$ cat src/rtl/wide_alu_seq_pkg.sv
// Shared encodings for wide_alu_seq: operation / ALU-select codes, FSM states
// and the signed-overflow helper used when WIDE_ALU_OVF_EN is defined.
package wide_alu_seq_pkg;

  typedef enum logic [2:0] {
    OP_ADD  = 3'b000,
    OP_SUB  = 3'b001,
    OP_AND  = 3'b010,
    OP_OR   = 3'b011,
    OP_PASS = 3'b100,
    OP_SHL  = 3'b101,
    OP_SHR  = 3'b110,
    OP_ZERO = 3'b111
  } op_e;

  typedef enum logic [2:0] {
    ST_IDLE = 3'd0,
    ST_LO   = 3'd1,
    ST_HI   = 3'd2,
    ST_FIX  = 3'd3,
    ST_DONE = 3'd4
  } state_e;

  localparam logic [7:0] ALU_IDLE_OPND = 8'h00;
  localparam logic [7:0] FIX_ONE       = 8'h01;
  localparam logic [7:0] FIX_MSB       = 8'h80;

  // Signed 16-bit overflow from the operand and result sign bits.
  function automatic logic signed_ovf(input op_e op, input logic a_msb,
                                      input logic b_msb, input logic r_msb);
    logic ovf;
    case (op)
      OP_ADD:  ovf = (a_msb == b_msb) && (r_msb != a_msb);
      OP_SUB:  ovf = (a_msb != b_msb) && (r_msb != a_msb);
      default: ovf = 1'b0;
    endcase
    return ovf;
  endfunction

endpackage

$ cat src/rtl/wide_alu_seq_if.sv
// Request/result and external 8-bit ALU signals of wide_alu_seq.
// WIDE_ALU_OVF_EN adds the registered signed-overflow flag 'over'.
interface wide_alu_seq_if;

  logic        start;
  logic [2:0]  op;
  logic [15:0] opa;
  logic [15:0] opb;
  logic        busy;
  logic        done;
  logic [15:0] result;
  logic        carry;
  logic        zero;
  logic        neg;
  logic [7:0]  alu_a;
  logic [7:0]  alu_b;
  logic [2:0]  alu_sel;
  logic [7:0]  alu_out;
  logic        alu_carry;
`ifdef WIDE_ALU_OVF_EN
  logic        over;
`endif

  modport slave (
    input  start, op, opa, opb, alu_out, alu_carry,
    output busy, done, result, carry, zero, neg, alu_a, alu_b, alu_sel
`ifdef WIDE_ALU_OVF_EN
    , output over
`endif
  );

  modport master (
    output start, op, opa, opb, alu_out, alu_carry,
    input  busy, done, result, carry, zero, neg, alu_a, alu_b, alu_sel
`ifdef WIDE_ALU_OVF_EN
    , input over
`endif
  );

endinterface

$ cat src/rtl/wide_alu_seq.sv
// 16-bit sequential ALU built from byte passes through an external 8-bit ALU.
// Optional feature macro: WIDE_ALU_OVF_EN (adds registered 'over' flag).
module wide_alu_seq
  import wide_alu_seq_pkg::*;
(
  input  logic          clk,
  input  logic          rst_n,
  wide_alu_seq_if.slave bus
);

  state_e      r_state;
  op_e         r_op;
  logic [15:0] r_opa;
  logic [15:0] r_opb;
  logic [7:0]  r_first;
  logic        r_first_carry;
  logic        r_second_carry;
  logic        r_busy;
  logic        r_done;
  logic [15:0] r_result;
  logic        r_carry;
  logic        r_zero;
  logic        r_neg;
  logic [7:0]  r_alu_a;
  logic [7:0]  r_alu_b;
  logic [2:0]  r_alu_sel;
`ifdef WIDE_ALU_OVF_EN
  logic        r_over;
`endif

  op_e         w_op_in;
  logic        w_fix_req;
  op_e         w_fix_sel;
  logic [7:0]  w_fix_b;
  logic        w_carry;
  logic        w_finish;
  logic [15:0] w_result;

  assign w_op_in = op_e'(bus.op);

  // Fix-up decision, result assembly and carry for the pass that closes an op.
  // The fix-up always patches the second pass byte, which for SHR is the low byte.
  always_comb begin
    w_fix_req = 1'b0;
    w_fix_sel = OP_OR;
    w_fix_b   = FIX_ONE;
    w_carry   = 1'b0;
    w_result  = (r_op == OP_SHR) ? {r_first, bus.alu_out} : {bus.alu_out, r_first};
    case (r_op)
      OP_ADD: begin
        w_fix_req = r_first_carry;
        w_fix_sel = OP_ADD;
        w_carry   = (r_state == ST_FIX) ? (r_second_carry | bus.alu_carry) : bus.alu_carry;
      end
      OP_SUB: begin
        w_fix_req = (r_opa[7:0] < r_opb[7:0]);
        w_fix_sel = OP_SUB;
        w_carry   = (r_opa < r_opb);
      end
      OP_SHL: begin
        w_fix_req = r_opa[7];
        w_carry   = r_opa[15];
      end
      OP_SHR: begin
        w_fix_req = r_opa[8];
        w_fix_b   = FIX_MSB;
        w_carry   = r_opa[0];
      end
      default: begin
        w_fix_req = 1'b0;
        w_carry   = 1'b0;
      end
    endcase
    w_finish = ((r_state == ST_HI) && !w_fix_req) || (r_state == ST_FIX);
  end

  // Sequencer: state, operand capture, busy and the registered ALU drive.
  always_ff @(posedge clk) begin
    if (!rst_n) begin
      r_state        <= ST_IDLE;
      r_op           <= OP_ZERO;
      r_opa          <= 16'h0000;
      r_opb          <= 16'h0000;
      r_first        <= 8'h00;
      r_first_carry  <= 1'b0;
      r_second_carry <= 1'b0;
      r_busy         <= 1'b0;
      r_alu_a        <= ALU_IDLE_OPND;
      r_alu_b        <= ALU_IDLE_OPND;
      r_alu_sel      <= OP_ZERO;
    end else begin
      case (r_state)
        ST_IDLE: begin
          if (bus.start) begin
            r_state   <= ST_LO;
            r_busy    <= 1'b1;
            r_op      <= w_op_in;
            r_opa     <= bus.opa;
            r_opb     <= bus.opb;
            r_alu_sel <= bus.op;
            // SHR needs the high byte first so its bit 0 can be folded into the low byte.
            if (w_op_in == OP_SHR) begin
              r_alu_a <= bus.opa[15:8];
              r_alu_b <= bus.opb[15:8];
            end else begin
              r_alu_a <= bus.opa[7:0];
              r_alu_b <= bus.opb[7:0];
            end
          end
        end
        ST_LO: begin
          r_first       <= bus.alu_out;
          r_first_carry <= bus.alu_carry;
          r_state       <= ST_HI;
          if (r_op == OP_SHR) begin
            r_alu_a <= r_opa[7:0];
            r_alu_b <= r_opb[7:0];
          end else begin
            r_alu_a <= r_opa[15:8];
            r_alu_b <= r_opb[15:8];
          end
        end
        ST_HI: begin
          r_second_carry <= bus.alu_carry;
          if (w_fix_req) begin
            r_state   <= ST_FIX;
            r_alu_sel <= w_fix_sel;
            r_alu_a   <= bus.alu_out;
            r_alu_b   <= w_fix_b;
          end else begin
            r_state   <= ST_DONE;
            r_alu_sel <= OP_ZERO;
            r_alu_a   <= ALU_IDLE_OPND;
            r_alu_b   <= ALU_IDLE_OPND;
          end
        end
        ST_FIX: begin
          r_state   <= ST_DONE;
          r_alu_sel <= OP_ZERO;
          r_alu_a   <= ALU_IDLE_OPND;
          r_alu_b   <= ALU_IDLE_OPND;
        end
        ST_DONE: begin
          r_state <= ST_IDLE;
          r_busy  <= 1'b0;
        end
        default: begin
          r_state   <= ST_IDLE;
          r_busy    <= 1'b0;
          r_alu_sel <= OP_ZERO;
          r_alu_a   <= ALU_IDLE_OPND;
          r_alu_b   <= ALU_IDLE_OPND;
        end
      endcase
    end
  end

  // Result and flag registers, loaded on the pass that enters DONE.
  always_ff @(posedge clk) begin
    if (!rst_n) begin
      r_done   <= 1'b0;
      r_result <= 16'h0000;
      r_carry  <= 1'b0;
      r_zero   <= 1'b0;
      r_neg    <= 1'b0;
`ifdef WIDE_ALU_OVF_EN
      r_over   <= 1'b0;
`endif
    end else begin
      r_done <= w_finish;
      if (w_finish) begin
        r_result <= w_result;
        r_carry  <= w_carry;
        r_zero   <= (w_result == 16'h0000);
        r_neg    <= w_result[15];
`ifdef WIDE_ALU_OVF_EN
        r_over   <= signed_ovf(r_op, r_opa[15], r_opb[15], w_result[15]);
`endif
      end
    end
  end

  assign bus.busy    = r_busy;
  assign bus.done    = r_done;
  assign bus.result  = r_result;
  assign bus.carry   = r_carry;
  assign bus.zero    = r_zero;
  assign bus.neg     = r_neg;
  assign bus.alu_a   = r_alu_a;
  assign bus.alu_b   = r_alu_b;
  assign bus.alu_sel = r_alu_sel;
`ifdef WIDE_ALU_OVF_EN
  assign bus.over    = r_over;
`endif

endmodule

$ cat src/flat_wrapper.sv
// flat-port wrapper written by rule: the top's interface ports become plain ports
module wide_alu_seq_flat import wide_alu_seq_pkg::*;
  (clk, rst_n, bus_start, bus_op, bus_opa, bus_opb, bus_alu_out, bus_alu_carry, bus_busy, bus_done, bus_result, bus_carry, bus_zero, bus_neg, bus_alu_a, bus_alu_b, bus_alu_sel);
  wide_alu_seq_if bus_i ();
  input  logic clk;
  input  logic rst_n;
  input wire logic [$bits(bus_i.start)-1:0] bus_start;
  input wire logic [$bits(bus_i.op)-1:0] bus_op;
  input wire logic [$bits(bus_i.opa)-1:0] bus_opa;
  input wire logic [$bits(bus_i.opb)-1:0] bus_opb;
  input wire logic [$bits(bus_i.alu_out)-1:0] bus_alu_out;
  input wire logic [$bits(bus_i.alu_carry)-1:0] bus_alu_carry;
  output wire logic [$bits(bus_i.busy)-1:0] bus_busy;
  output wire logic [$bits(bus_i.done)-1:0] bus_done;
  output wire logic [$bits(bus_i.result)-1:0] bus_result;
  output wire logic [$bits(bus_i.carry)-1:0] bus_carry;
  output wire logic [$bits(bus_i.zero)-1:0] bus_zero;
  output wire logic [$bits(bus_i.neg)-1:0] bus_neg;
  output wire logic [$bits(bus_i.alu_a)-1:0] bus_alu_a;
  output wire logic [$bits(bus_i.alu_b)-1:0] bus_alu_b;
  output wire logic [$bits(bus_i.alu_sel)-1:0] bus_alu_sel;
  assign bus_i.start = bus_start;
  assign bus_i.op = bus_op;
  assign bus_i.opa = bus_opa;
  assign bus_i.opb = bus_opb;
  assign bus_i.alu_out = bus_alu_out;
  assign bus_i.alu_carry = bus_alu_carry;
  assign bus_busy = bus_i.busy;
  assign bus_done = bus_i.done;
  assign bus_result = bus_i.result;
  assign bus_carry = bus_i.carry;
  assign bus_zero = bus_i.zero;
  assign bus_neg = bus_i.neg;
  assign bus_alu_a = bus_i.alu_a;
  assign bus_alu_b = bus_i.alu_b;
  assign bus_alu_sel = bus_i.alu_sel;
  wide_alu_seq u_core (.clk(clk), .rst_n(rst_n), .bus(bus_i));
endmodule
$ cat config.mk
export PLATFORM = sky130hd
export DESIGN_NAME = wide_alu_seq_flat
export DESIGN_NICKNAME = d
export VERILOG_FILES = /design/src/rtl/wide_alu_seq_pkg.sv /design/src/rtl/wide_alu_seq_if.sv /design/src/rtl/wide_alu_seq.sv /design/src/flat_wrapper.sv
export SDC_FILE = /design/constraint.sdc
export NUM_CORES = 1
export LEC_CHECK = 0
export CAP_MARGIN = 20
export CELL_PAD_IN_SITES_DETAIL_PLACEMENT = 1
export CELL_PAD_IN_SITES_GLOBAL_PLACEMENT = 2
export CORE_MARGIN = 2
export CORE_UTILIZATION = 30
export DETAILED_ROUTE_END_ITERATION = 8
export HOLD_SLACK_MARGIN = 0.05
export PLACE_DENSITY = 0.76
export SLEW_MARGIN = 0
export SYNTH_ARGS = -nofsm -noshare
export SYNTH_HDL_FRONTEND = slang
export SYNTH_SLANG_ARGS = --single-unit
export TNS_END_PERCENT = 50
$ cat constraint.sdc
create_clock -name clk -period 2.5 [get_ports clk]
set_input_delay 0.25 -clock clk [delete_from_list [all_inputs] [get_ports clk]]
set_output_delay 0.25 -clock clk [all_outputs]
set_load 0.005 [all_outputs]
After elaboration in Yosys (flattened, before gate mapping)
Index checks and enable logic that the tools add are counted.

Output and inout port bits: 40. Flip-flop bits (word level): 88. Input bits: 47. Word-level logic and storage cells: 67.

Muxes and demuxes: 24. Equal/unequal tests: 9. Reductions and logical operators: 12. Order comparisons: 2. Bitwise logic cells: 4.

Operator list (number): two-way mux 8 bit (9); one-hot mux 8 bit (4 select lines) (2); zero test 16 bit (1); < comparator 16 bit (1); two-way mux 16 bit (1); equality test 3 bit (second input constant) (4); two-way mux 3 bit (4); one-hot mux 3 bit (4 select lines) (1); one-hot mux 3 bit (3 select lines) (1); < comparator 8 bit (1); one-hot mux 1 bit (4 select lines) (2); AND reduction 2 bit (4); equality test 3 x 1 -> 1 bit (second input constant) (2); equality test 3 x 2 -> 1 bit (second input constant) (2); zero test 3 bit (2); one-hot mux 2 bit (2 select lines) (1); inverter 1 bit (3); OR reduction 3 bit (1); two-way mux 1 bit (2); != test 2 bit (second input constant) (1); one-hot mux 1 bit (2 select lines) (1); OR reduction 2 bit (1); logical AND 1 bit (1); zero test 1 bit (1); other kinds (2) (2).

Depth between registers and ports, before layout
Gate-level depths: netlist of run 1.

Depth after elaboration: 5. Depth in mapped cells: 9. Depth with buffers taken out: 8.

Least setup slack after synthesis of run 1
Ideal clock, no wire load.

Kind: register -> register. Start point: register u_core.r_opb[5]. End point: register u_core.r_result[10], in the netlist u_core.bus.result[10]. Data arrival time: 1.816 ns. Slack: 0.540 ns. Library setup time: 0.143 ns. Cell stages (with the launch flop): 10. Cell sequence: dfxtp_1 > inv_1 > ha_1 > o211a_1 > a211oi_1 > a22oi_1 > and2_4 > buf_2 > a211oi_1 > a211oi_2.

Word-level cells in the longest chain between the ends: 5.

RTL lines: start: declaration (RTL line wide_alu_seq.sv:14) `logic [15:0] r_opb;`; start signal: assignment (RTL line wide_alu_seq.sv:99) `r_opb <= bus.opb;`; < comparator 8 bit (RTL line wide_alu_seq.sv:56) `w_fix_req = (r_opa[7:0] < r_opb[7:0]);`; one-hot mux 1 bit (4 select lines) (RTL line wide_alu_seq.sv:49) `case (r_op)`; zero test 1 bit (RTL line wide_alu_seq.sv:74) `w_finish = ((r_state == ST_HI) && !w_fix_req) || (r_state == ST_FIX);`; logical AND 1 bit (RTL line wide_alu_seq.sv:74); logical OR 1 bit (RTL line wide_alu_seq.sv:74); end signal: assignment (RTL line wide_alu_seq.sv:172) `r_result <= w_result;`; end: declaration (RTL line wide_alu_seq.sv:20) `logic [15:0] r_result;`.

No other way between the ends. A chain may end at the register's enable or synchronous reset.

Worst setup path after layout of run 1
Start point: register u_core.r_opb[3]. End point: register u_core.r_carry, in the netlist u_core.bus.carry.

Word-level cells in the longest chain between the ends: 5. Elaborated cells on any way between the ends: 7. Those cells by class: order compare: 2; mux: 2; reduce/logical: 3.

RTL lines: < comparator 8 bit (RTL line wide_alu_seq.sv:56); one-hot mux 1 bit (4 select lines) (RTL line wide_alu_seq.sv:49); zero test 1 bit (RTL line wide_alu_seq.sv:74); logical AND 1 bit (RTL line wide_alu_seq.sv:74); logical OR 1 bit (RTL line wide_alu_seq.sv:74); end signal: assignment (RTL line wide_alu_seq.sv:173) `r_carry <= w_carry;`; end: declaration (RTL line wide_alu_seq.sv:21) `logic r_carry;`.

Several ways; a longest one is shown, not always the timed one.

==> results of run 1 <==
==> cells by family after synthesis <==
group,synth area share
compound gates,0.215
buf+inv,0.0558
simple gates,0.173
fa+ha+maj,0.0414
mux,0.130
flops,0.384
==> sequential cells by signal, indices dropped and copies added, names as in the netlist <==
name,cells
u_core.r_second_carry,1
u_core.bus.carry,1
u_core.r_first_carry,1
u_core.bus.alu_sel,3
u_core.r_opa,16
u_core.r_op,3
u_core.r_opb,16
u_core.bus.alu_a,8
u_core.bus.result,16
u_core.bus.busy,1
u_core.r_first,8
u_core.bus.alu_b,8
u_core.r_state,3
u_core.bus.zero,1
u_core.bus.done,1
==> cell type report <==
cell class | instances | area (um^2)
well taps | 184 | 230
clock buffers | 14 | 274
multi-input cells | 405 | 2550
inverters | 21 | 78.8
clock inverters | 2 | 37.5
repair buffers | 109 | 1050
fillers | 1730 | 8690
flip-flops and latches | 87 | 1740
==> report_power, final <==
part	switching, mW	internal (mW)
logic	0.431	0.385
registers	0.0766	1.48
clock network	0.573	0.858
total	1.08	2.72
==> layer usage <==
metal / GRT usage / part of all wire
met5: 0 / 0
met4: 0.0763 / 0.022
met3: 0.0291 / 0.030
met2: 0.332 / 0.50
met1: 0.234 / 0.45
==> worst min-delay path by stage <==
stage,to,slack (ps),cells past startpoint
floorplan,u_core.r_op[2],370,2
global placement,u_core.bus.result[1],450,2
detailed placement,u_core.bus.busy,460,2
CTS,u_core.bus.zero,470,2
global route,u_core.r_opa[12],490,3
finish,u_core.bus.zero,460,2
==> placed cells by master (no fill, tap or decap), drive strengths merged, types with 2 or more instances in the layout <==
| master | Yosys | layout |
|---|---|---|
| a21o | 3 | 3 |
| o22ai | 16 | 16 |
| nand3 | 6 | 6 |
| o32ai | 2 | 2 |
| mux2 | 8 | 8 |
| clkdlybuf4s50 | 0 | 86 |
| ha | 15 | 15 |
| nor2 | 29 | 29 |
| and2 | 11 | 11 |
| nand4 | 2 | 2 |
| nor3 | 7 | 7 |
| inv | 20 | 20 |
| nand2 | 119 | 119 |
| nor2b | 5 | 5 |
| o2111ai | 3 | 3 |
| mux2i | 50 | 50 |
| o211ai | 10 | 10 |
| clkbuf | 22 | 14 |
| a211oi | 18 | 18 |
| a22oi | 9 | 9 |
| dfxtp | 87 | 87 |
| a21oi | 60 | 60 |
| o21ai | 16 | 16 |
| nor4 | 2 | 2 |
| buf | 16 | 23 |
==> through the flow <==
stage                     utilization  total power [mW]  instances
final                           0.407              3.80        822
after global routing            0.407              3.99        822
after CTS                       0.406              3.86        822
after detailed placement        0.385              2.40        806
after global placement          0.385              2.39        806
after floorplan                     -              2.03        551
==> tightest hold or removal path, cell delays in order (launching register included) <==
cell,delay (ps)
sky130_fd_sc_hd__dfxtp_1,310
sky130_fd_sc_hd__nand2_1,50
sky130_fd_sc_hd__mux2i_1,50
==> what timing repair did <==
action,in CTS,in global routing
endpoints found under the setup margin,0,18
resized for setup,0,2
hold buffers,0,0
==> summary.txt, run 1 <==
Power
  • Leak Pwr: 2.45 nW
  • Worst IR Drop VDD: 0.000340 V
  • PwrDens: 639 nW/um^2

Cells and area
  • Antenna Diode Count: 0
  • Layout overhead on the synthesized area: 31.5%
  • Layout cells sized above 1: 0.0956
  • Post-route cell area: 5960 um^2
  • Net count reported at finish: around 700

Floorplan
  • Number of placement rows: 44
  • Total Die Area: ~16,000 um^2
  • Ports placed on the boundary: 87
  • Chip width: roughly 130 um
  • Die Ht: 127 um
  • Starting Density: 0.309
  • Core Region: 14,600 um^2

Synth
  • Net count after synthesis: 613
  • Post-synthesis cell type with the largest combined area: sky130_fd_sc_hd__dfxtp_1
  • Proportion of synthesized flip-flops having asynchronous set or reset: 0
  • EDFF count, synth: 0
  • Synth Instances: between 500 and 600
  • Warnings, synthesis: 0
  • Part of the Yosys area used for sequential elements: 0.384
  • Avg Cell Area, Syn: 8.22 um^2
  • Main area contributors after synthesis: sky130_fd_sc_hd__dfxtp_1, sky130_fd_sc_hd__mux2i_1, sky130_fd_sc_hd__nand2_1, sky130_fd_sc_hd__a21oi_1, sky130_fd_sc_hd__ha_1
  • Top cell type's share of synthesized area: 0.384
  • Number of distinct library cells after synthesis: 44
  • Register bit total from synthesis: 87
  • Top flip-flop cell by instance count after synthesis: sky130_fd_sc_hd__dfxtp_1
  • Netlist area before placement: 4530 um^2
  • Top-count cell post-synth: sky130_fd_sc_hd__nand2_1
  • Most common library cells after synthesis: sky130_fd_sc_hd__nand2_1, sky130_fd_sc_hd__dfxtp_1, sky130_fd_sc_hd__a21oi_1

Placement
  • Placed Instance Area: 5640 um^2
  • PortBufs: 86
  • DP HPWL: between 10 and 15 mm
  • Routability-driven placement congestion ratio: 0.828
  • Setup slack after placement: 97.9 ps

Detailed routing
  • Average wire per cell in the routed design: ~18 um
  • Number of vias in the routed layout: 4,241
  • Post-route DRC violation count: 0
  • Residual antenna-violating net count after detailed routing: 0
  • Drt initial violations: 170
  • Average vias per placed instance: between 5 and 6
  • Final wirelength: about 15 mm
  • Count of TritonRoute iterations in the first routing pass: 4

Worst setup path
  • R2r endpoint: u_core.bus.carry
  • Worst setup path end: u_core.bus.carry
  • Slowest cell on the critical path: sky130_fd_sc_hd__a21o_1
  • CP peak stage delay: approximately 450 ps
  • Total buffers and inverters traversed by the critical path: 1
  • List of cells traversed by the critical path: inv_1 > ha_1 > o21a_1 > o21ai_0 > o2111ai_1 > and2_4 > a21o_1 > a311oi_2
  • Crit Path Max Fanout: 12
  • Register-to-Register Path Depth: 8
  • Req. time, crit path: 2710 ps
  • Crit path depth: 8
  • Register-to-register path setup slack: approximately 260 ps
  • Launch point of the worst path: u_core.r_opb[3]
  • Critical path startpoint category: flip-flop
  • Critical path's top delay family: compound AO/OA/AOI/OAI gates
  • FF-to-FF Start: u_core.r_opb[3]
  • Data arrival time of the worst path: 2450 ps
  • Category of the worst setup path capture point: flip-flop
  • Worst setup path category: flip-flop to flip-flop

Worst hold path
  • Hold path startpoint: u_core.bus.zero
  • Worst hold-check path type: flip-flop to flip-flop

Clock tree
  • Number of clock buffers inserted by TritonCTS: 9
  • Root Driver: sky130_fd_sc_hd__clkbuf_16
  • Setup Buffers After CTS: 0
  • CTS Buffer Depth: 2
  • Clk sink count: 87
  • H-tree Lvls: 3
  • Clock-pin slew on the worst setup and hold paths: 60 ps
  • Skew-Pair Late Insertion Delay: between 300 and 400 ps
  • Clock tree from TritonCTS: done

Timing
  • Actual transition at the worst max-transition pin: 617 ps
  • Worst max-slew margin expressed relative to the limit: 0.587
  • Sum of negative setup slack: 0 ps
  • Post-layout worst setup margin: 257 ps
  • Final worst hold slack: 461 ps
  • Final period util: 0.897
  • Setup repair after global routing missed its margin: false
  • Max-slew violation count: 0
  • Final hold violation count: 0
  • Post-layout minimum cycle time: 2240 ps
  • Achievable Freq: roughly 0.45 GHz
  • Setup violations, final: 0
  • Skew final: 4.76 ps

Global route
  • Via count of the first global-routing pass: 4,643
  • Initial antenna violation count: 0
  • All-layer global routing usage: 0.190
  • GR Overflow Total: 0
  • Largest net degree at the start of global routing: 47
  • First-pass GRT wire length: 24.1 mm

Run status
  • Outcome: complete, no violations

Run
  • Max-cap check violation count: 0
(Power assumes the default switching activity.)
==> run 2: changes to the inputs <==
- CELL_PAD_IN_SITES_DETAIL_PLACEMENT: 1 -> not set
- CELL_PAD_IN_SITES_GLOBAL_PLACEMENT: 2 -> not set
- CORE_UTILIZATION: 30 -> 40
- PLACE_DENSITY: 0.76 -> 0.61
==> run 2 against run 1 <==
- sequential share of layout area is 0.54 points higher
- first-iteration DRC count up 19%
- die area fell by 24%
- utilization up 13 points
- total power is 0.78% lower
- routed wire length shrank 11%
- clock skew rose by 0.85 ps
- worst setup slack worse by 36 ps
- critical path type unchanged
- critical endpoint unchanged
- largest power group unchanged
- highest routed layer unchanged
==> summary.txt, run 2 (synthesis results as in run 1) <==
Detailed routing
  • Count of TritonRoute iterations in the first routing pass: 5
  • Average vias per placed instance: roughly 5.5
  • Post-route DRC violation count: 0
  • Drt initial violations: 202
  • Residual antenna-violating net count after detailed routing: 0
  • Number of vias in the routed layout: 4,281
  • Final wirelength: ~13 mm
  • Average wire per cell in the routed design: 17.1 um

Clock tree
  • Clock tree from TritonCTS: done
  • Quantity of gates resized following cts: 0
  • Post-CTS Hold Fix Bufs: 0
  • Clock-pin slew on the worst setup and hold paths: 60 ps
  • CTS Buffer Depth: 2
  • Skew-Pair Late Insertion Delay: around 340 ps
  • H-tree Lvls: 3
  • Number of clock buffers inserted by TritonCTS: 9
  • Root Driver: sky130_fd_sc_hd__clkbuf_16
  • Setup Buffers After CTS: 0
  • Clk sink count: 87

Cells and area
  • Fillers: 1,092
  • Layout overhead on the synthesized area: 29.1%
  • Most common cell after layout, fill and taps aside: sky130_fd_sc_hd__nand2_1
  • Net count reported at finish: just under 700
  • Antenna Diode Count: 0
  • Layout cells sized above 1: 0.0870
  • Highest-count cells in the layout ignoring fill and taps: sky130_fd_sc_hd__nand2_1, sky130_fd_sc_hd__dfxtp_1, sky130_fd_sc_hd__clkdlybuf4s50_1, sky130_fd_sc_hd__a21oi_1, sky130_fd_sc_hd__mux2i_1

Timing
  • Final hold violation count: 0
  • Skew final: 5.62 ps
  • Final period util: 0.912
  • Worst max-slew margin expressed relative to the limit: 0.592
  • Achievable Freq: 0.439 GHz
  • Actual transition at the worst max-transition pin: approximately 600 ps
  • Setup repair after global routing missed its margin: false
  • Final worst hold slack: 459 ps
  • Sum of negative setup slack: 0 ps
  • Setup violations, final: 0
  • Max-slew violation count: 0
  • Post-layout minimum cycle time: 2280 ps
  • Post-layout worst setup margin: 221 ps

Power
  • Worst IR Drop VDD: around 0.0003 V
  • Power Total: 3.77 mW
  • PwrDens: approximately 650 nW/um^2
  • Leak Pwr: 2.42 nW

Floorplan
  • Ports placed on the boundary: 87
  • Chip width: 110 um
  • Starting Density: 0.414
  • Die Ht: 110 um
  • Core Region: 10,900 um^2
  • Number of placement rows: 38
  • Total Die Area: 12,200 um^2

Global route
  • Via count of the first global-routing pass: 4,125
  • First-pass GRT wire length: 21.5 mm
  • GR Overflow Total: 0
  • Largest net degree at the start of global routing: 37
  • All-layer global routing usage: 0.217
  • Initial antenna violation count: 0

Worst setup path
  • Worst setup path category: flip-flop to flip-flop
  • Critical path startpoint category: flip-flop
  • Register-to-register path setup slack: 220 ps
  • Category of the worst setup path capture point: flip-flop
  • Data arrival time of the worst path: ~2500 ps
  • Crit Path Max Fanout: 12
  • Req. time, crit path: around 2800 ps

Placement
  • DP HPWL: 9.47 mm
  • Routability-driven placement congestion ratio: 0.838
  • PortBufs: 86
  • Setup slack after placement: 247 ps

Run status
  • Outcome: complete, no violations

Run
  • Max-cap check violation count: 0

Worst hold path
  • Worst hold-check path type: flip-flop to flip-flop
## run 2: final timing paths
path,depth (start not counted),endpoint,startpoint
worst max-delay path,8,u_core.bus.carry,u_core.r_opb[5]
worst min-delay path,2,u_core.bus.zero,u_core.bus.zero
worst max register to register,8,u_core.bus.carry,u_core.r_opb[5]
worst min register to register,2,u_core.bus.zero,u_core.bus.zero
## run 2: worst max-delay path, cell delays in order (launching register included)
cell,delay [ps]
sky130_fd_sc_hd__dfxtp_1,350
sky130_fd_sc_hd__inv_1,50
sky130_fd_sc_hd__ha_1,280
sky130_fd_sc_hd__o211a_1,200
sky130_fd_sc_hd__a211oi_1,300
sky130_fd_sc_hd__a22oi_1,180
sky130_fd_sc_hd__and2_4,260
sky130_fd_sc_hd__a21o_1,340
sky130_fd_sc_hd__a311oi_2,240
## run 2: area by class of cell
type	instances	area (um^2)	share of cell area
clock buffers	9	225	0.0385
clock inverters	7	87.6	0.0150
inverters	21	78.8	0.0135
multi-input cells	405	2540	0.434
flip-flops and latches	87	1740	0.298
well taps	140	175	0.0300
repair buffers	103	1000	0.171
## run 2: routing by layer
| layer | vias up | GRT usage | part of all wire |
|---|---|---|---|
| li1 | 2091 | - | - |
| met1 | 2046 | 0.290 | 0.46 |
| met2 | 125 | 0.357 | 0.48 |
| met3 | 19 | 0.0263 | 0.042 |
| met4 | 0 | 0.0900 | 0.022 |
| met5 | - | 0 | 0 |
## run 2: power breakdown
part / internal [mW] / switching, mW / total (mW)
registers: 1.48 / 0.0810 / 1.56
logic: 0.375 / 0.408 / 0.783
clock network: 0.868 / 0.561 / 1.43
## run 2: through the flow
stage	instances	utilization	instance area, um^2
2_1_floorplan	551	-	4530
3_3_place_gp	756	0.506	5540
3_5_place_dp	756	0.506	5540
4_1_cts	772	0.535	5850
5_1_grt	772	0.535	5850
6_report	772	0.535	5850
